<file path="src/rtl/gate_vector_tester_if.sv">
// gate_vector_tester_if: stimulus, result and control signals between the tester and its user/gate under test.
interface gate_vector_tester_if;
  logic start;
  logic dut_o;
  logic a, b, c, d;
  logic busy, done, pass;
  logic [4:0] err_count;
  logic [3:0] first_fail;
  modport master (input start, dut_o, output a, b, c, d, busy, done, pass, err_count, first_fail);
  modport slave (output start, dut_o, input a, b, c, d, busy, done, pass, err_count, first_fail);
endinterface

</file>
<file path="src/rtl/gate_vector_tester.sv">
// gate_vector_tester: exhaustive 16-vector checker for an OAI22 gate with a programmable settle time per vector.
module gate_vector_tester #(
  parameter int SETTLE_CYCLES = 2
) (
  input logic clk,
  input logic rst,
  gate_vector_tester_if.master bus
);
  typedef enum logic [1:0] {IDLE, SETTLE, SAMPLE, DONE} state_t;
  localparam logic [3:0] SC = 4'(SETTLE_CYCLES);
  // with no settle time each vector goes straight to sampling
  localparam state_t RUN = (SC == 4'd0) ? SAMPLE : SETTLE;
  state_t state, next;
  logic [3:0] idx, cnt, first_fail;
  logic [4:0] err_count;
  logic failed, exp_o, go;
  assign go = (state == IDLE || state == DONE) && bus.start;
  assign exp_o = ~((idx[3] & idx[2]) | (idx[1] & idx[0]));
  always_comb begin
    next = state;
    case (state)
      IDLE, DONE: next = bus.start ? RUN : state;
      SETTLE:     next = (cnt == 4'd1) ? SAMPLE : SETTLE;
      SAMPLE:     next = (idx == 4'd15) ? DONE : RUN;
      default:    next = IDLE;
    endcase
  end
  always_ff @(posedge clk or posedge rst) begin
    if (rst) begin
      state <= IDLE;
      idx <= 4'd0;
      cnt <= 4'd0;
      err_count <= 5'd0;
      first_fail <= 4'd0;
      failed <= 1'b0;
    end else begin
      state <= next;
      if (go) begin
        idx <= 4'd0;
        cnt <= SC;
        err_count <= 5'd0;
        first_fail <= 4'd0;
        failed <= 1'b0;
      end else if (state == SETTLE) begin
        cnt <= cnt - 4'd1;
      end else if (state == SAMPLE) begin
        if (bus.dut_o != exp_o) begin
          err_count <= err_count + 5'd1;
          if (!failed) first_fail <= idx;
          failed <= 1'b1;
        end
        if (idx != 4'd15) idx <= idx + 4'd1;
        cnt <= SC;
      end
    end
  end
  assign {bus.a, bus.b, bus.c, bus.d} = idx;
  assign bus.busy = (state == SETTLE) || (state == SAMPLE);
  assign bus.done = state == DONE;
  assign bus.pass = (state == DONE) && (err_count == 5'd0);
  assign bus.err_count = err_count;
  assign bus.first_fail = first_fail;
endmodule

</file>
<file path="src/flat_wrapper.sv">
// flat-port wrapper written by rule: the top's interface ports become plain ports
module gate_vector_tester_flat 
#(
  parameter int SETTLE_CYCLES = 2
)
  (clk, rst, bus_start, bus_dut_o, bus_a, bus_b, bus_c, bus_d, bus_busy, bus_done, bus_pass, bus_err_count, bus_first_fail);
  gate_vector_tester_if bus_i ();
  input logic clk;
  input logic rst;
  input wire logic [$bits(bus_i.start)-1:0] bus_start;
  input wire logic [$bits(bus_i.dut_o)-1:0] bus_dut_o;
  output wire logic [$bits(bus_i.a)-1:0] bus_a;
  output wire logic [$bits(bus_i.b)-1:0] bus_b;
  output wire logic [$bits(bus_i.c)-1:0] bus_c;
  output wire logic [$bits(bus_i.d)-1:0] bus_d;
  output wire logic [$bits(bus_i.busy)-1:0] bus_busy;
  output wire logic [$bits(bus_i.done)-1:0] bus_done;
  output wire logic [$bits(bus_i.pass)-1:0] bus_pass;
  output wire logic [$bits(bus_i.err_count)-1:0] bus_err_count;
  output wire logic [$bits(bus_i.first_fail)-1:0] bus_first_fail;
  assign bus_i.start = bus_start;
  assign bus_i.dut_o = bus_dut_o;
  assign bus_a = bus_i.a;
  assign bus_b = bus_i.b;
  assign bus_c = bus_i.c;
  assign bus_d = bus_i.d;
  assign bus_busy = bus_i.busy;
  assign bus_done = bus_i.done;
  assign bus_pass = bus_i.pass;
  assign bus_err_count = bus_i.err_count;
  assign bus_first_fail = bus_i.first_fail;
  gate_vector_tester #(.SETTLE_CYCLES(SETTLE_CYCLES)) u_core (.clk(clk), .rst(rst), .bus(bus_i));
endmodule
</file>
<file path="config.mk">
export PLATFORM = sky130hd
export DESIGN_NAME = gate_vector_tester_flat
export DESIGN_NICKNAME = d
export VERILOG_FILES = /design/src/rtl/gate_vector_tester_if.sv /design/src/rtl/gate_vector_tester.sv /design/src/flat_wrapper.sv
export SDC_FILE = /design/constraint.sdc
export NUM_CORES = 1
export LEC_CHECK = 0
export BUFFER_PORTS_ARGS = -buffer_cell sky130_fd_sc_hd__buf_2
export CORE_MARGIN = 10
export CORE_UTILIZATION = 58
export DETAILED_ROUTE_END_ITERATION = 7
export HOLD_SLACK_MARGIN = 0.12
export PLACE_DENSITY = 0.8
export SLEW_MARGIN = 5
export SYNTH_ARGS = -nofsm -noshare
export SYNTH_HDL_FRONTEND = slang
export SYNTH_SLANG_ARGS = --single-unit
</file>
<file path="constraint.sdc">
create_clock -name clk -period 3.35 [get_ports clk]
set_clock_uncertainty 0.1 [all_clocks]
set_input_delay 0.335 -clock clk [delete_from_list [all_inputs] [get_ports clk]]
set_output_delay 0.335 -clock clk [all_outputs]
set_load 0.05 [all_outputs]
</file>
==> flow_summary_export.csv <==
group,metric,value,unit
run_status,outcome,"completed",
floorplanning,start_util,63.3,%
critical_path,slowest_stage,"dfrtp_1",
hold_path,hp-class,"in -> reg",
pwr,power_density,744,nW/um^2
cts,cts_hold_buf,1,
logic_synthesis,synth_cell_types,34,
logic_synthesis,synthFlopType,"dfrtp_1",
layout,syn2layout_area_growth,13.2,%
critical_path,r2r_cells,6,
critical_path,path_cells,"inv_1, ha_1, and2b_1, mux2i_2, nor3_1, a22o_2",
logic_synthesis,synth_top_cell_area_share,43.9,%
pwr,p_leak,0.000636,uW
pwr,finalPower,960,uW
layout,num-fill-cells,150,
routing,viasPerCell,5.76,
logic_synthesis,yosysTopAreaCell,"dfrtp_1",
critical_path,criticalPathCategory,"reg -> reg",
logic_synthesis,synth.avg_cell_area,9.59,sq um
cts,cts_tree,"yes",
timing,finalCritPeriodShare,61.5,%
cts,clock-root-buffer,"clkbuf_4",
floorplanning,die_x,64.4,microns
routing,drtAntennaViolNets,0,
place,port_buffers,19,
place,gp_congestion,0.799,
critical_path,path_max_fanout,11,
timing,slew-limit-headroom,49.3,%
routing,firstDrtPassIters,4,
critical_path,arrival,2150,ps
timing,worstMarginPinSlew,760,ps
global_routing,grt_max_degree,21,
floorplanning,rows,15,
timing,period_minus_slack,2060,ps
floorplanning,core-area,1800,sq um
global_routing,gr-total-overflow,0,
logic_synthesis,ys_warn_count,0,
critical_path,required,3440,ps
routing,vias,951,
critical_path,crit_path_start_kind,"flip-flop",
layout,n_antenna_cell,0,
logic_synthesis,seq_area_frac_synth,43.9,%
logic_synthesis,ys_seq_elements,20,
global_routing,grt_pass1_vias,930,
timing,finalHoldViolations,0,
timing,tns,0,ps
cts,clock_latency,290,ps
routing,route.detailed.drc,0,
routing,drtIter0Drc,32,
cts,cts_sinks,20,
timing,rsz0062_at_grt,"false",
logic_synthesis,synth_edf_count,0,
logic_synthesis,yosys-top-cells-area,"dfrtp_1 44%, ha_1 9.9%, o21ai_0 5.3%",
global_routing,grt_usage,11.9,%
flow_run,cap_violations,0,
logic_synthesis,synth-async-reset-ratio,100,%
timing,slew_violations,0,
place,hpwlAfterDp,1730,microns
cts,path_clk_slew,100,ps
critical_path,critPathMaxStageDelay,420,ps
cts,cts-buffers-inserted,3,
cts,htree_levels,1,
critical_path,r2r_setup_slack,1290,ps
layout,nets,155,
logic_synthesis,syn-num-nets,132,
floorplanning,ios,20,
routing,wire_per_inst,14.1,microns
layout,drive_above_1_share,21.4,%
cts,cts_setup_buffers,0,
global_routing,grt_antenna_before_repair,0,
timing,fmax,486,MHz
logic_synthesis,netlist_area,1140,sq um
hold_path,hold_depth,2,
floorplanning,die_y,64.4,microns
critical_path,endpoint_kind,"flip-flop",
timing,setup_viol,0,
floorplanning,fp.dieArea,4140,sq um
cts,clk_path_buf_depth,2,
routing,wl,2330,microns
global_routing,grt_pass1_wl,4070,microns
pwr,vdd_ir_drop_max,0.000580,V
logic_synthesis,syn_inst,119,
cts,cts.repair.resized,0,
-- cells by family (layout without fill, tap and decap cells) --
family,Yosys count,after routing,synth area share (%)
buf+inv,13,34,4.39
xor+xnor,1,1,0.768
compound gates,31,31,19.1
mux,2,2,2.19
simple gates,43,43,19.8
flops,20,20,43.9
fa+ha+maj,9,9,9.87
-- report_power, final --
group | leakage, uW | internal, uW | switching, uW
Sequential | 0.000255 | 300 | 66.6
Combinational | 0.000367 | 150 | 334
Clock | 0.0000138 | 41.8 | 67.3
Total | 0.000636 | 492 | 468
-- flip-flops by register name (all words and copies together) (netlist names) --
signal and cells:
u_core.failed 1, u_core.bus.first_fail 4, u_core.bus.err_count 5, u_core.state 2, u_core.idx 4, u_core.cnt 4
-- per-layer routing --
metal / GRT usage, % / share of wire, % / up-vias
met3: 3.14 / 4.3 / 4
met1: 14.0 / 47 / 457
met5: 0 / 0 / -
met4: 4.81 / 0.90 / 0
met2: 20.1 / 48 / 14
li1: - / - / 476
-- synthesized netlist by cell type, drive strengths merged (2+ instances only) --
library cell	n
or3	3
dfrtp	20
nand2b	2
or4	2
o211ai	3
inv	11
nor3	2
nand4	3
a22o	5
ha	9
a31oi	2
nand2	8
o21ai	12
a21oi	3
nor2	9
nand3	8
and2	2
-- path summary, 6_finish.rpt --
path                                       from                  endpoint
min in group asynchronous                   rst             u_core.cnt[1]
max in group asynchronous                   rst             u_core.idx[3]
worst max register to register  u_core.state[0]  u_core.bus.first_fail[2]
worst min-delay path                  bus_start             u_core.cnt[1]
worst min register to register    u_core.cnt[3]             u_core.cnt[3]
worst max-delay path            u_core.state[0]  u_core.bus.first_fail[2]
-- worst max-delay path, delay by kind of cell, from the launching register on --
family | cells | cell delay, ps
buffers and inverters | 1 | 70
AO/OA/AOI/OAI | 1 | 230
flip-flops | 1 | 420
AND/OR/NAND/NOR | 2 | 420
multiplexers | 1 | 390
adder cells (fa/ha/maj) | 1 | 330
-- cell usage in the layout (no fill, tap or decap), drive strengths merged, types with 3 or more instances in the layout --
cell and instances:
o21ai 12, or3 3, ha 9, dfrtp 20, a21oi 3, nor2 9
buf 19, inv 11, nand3 8, nand4 3, o211ai 3, a22o 5
nand2 8, clkbuf 3
-- through the flow --
step | utilization, % | hold slack, ps | instance area [sq um] | setup WS, ps | std cells
floorplan | - | 199 | 1140 | 1290 | 119
global placement | 69.9 | 381 | 1260 | 1380 | 161
detailed placement | 69.9 | 390 | 1260 | 1320 | 161
CTS | 71.7 | 233 | 1290 | 1300 | 165
global route | 71.7 | 250 | 1290 | 1130 | 165
finish | 71.7 | 243 | 1290 | 1290 | 165
-- cell type report --
type	count	area [sq um]	share of cell area, %
multi-input cells	86	591	45.7
well taps	25	31.3	2.42
inverters	11	41.3	3.20
flip-flops and latches	20	500	38.8
repair buffers	20	105	8.14
clock buffers	3	22.5	1.74
No activity file was read; power rests on OpenSTA's default activity.
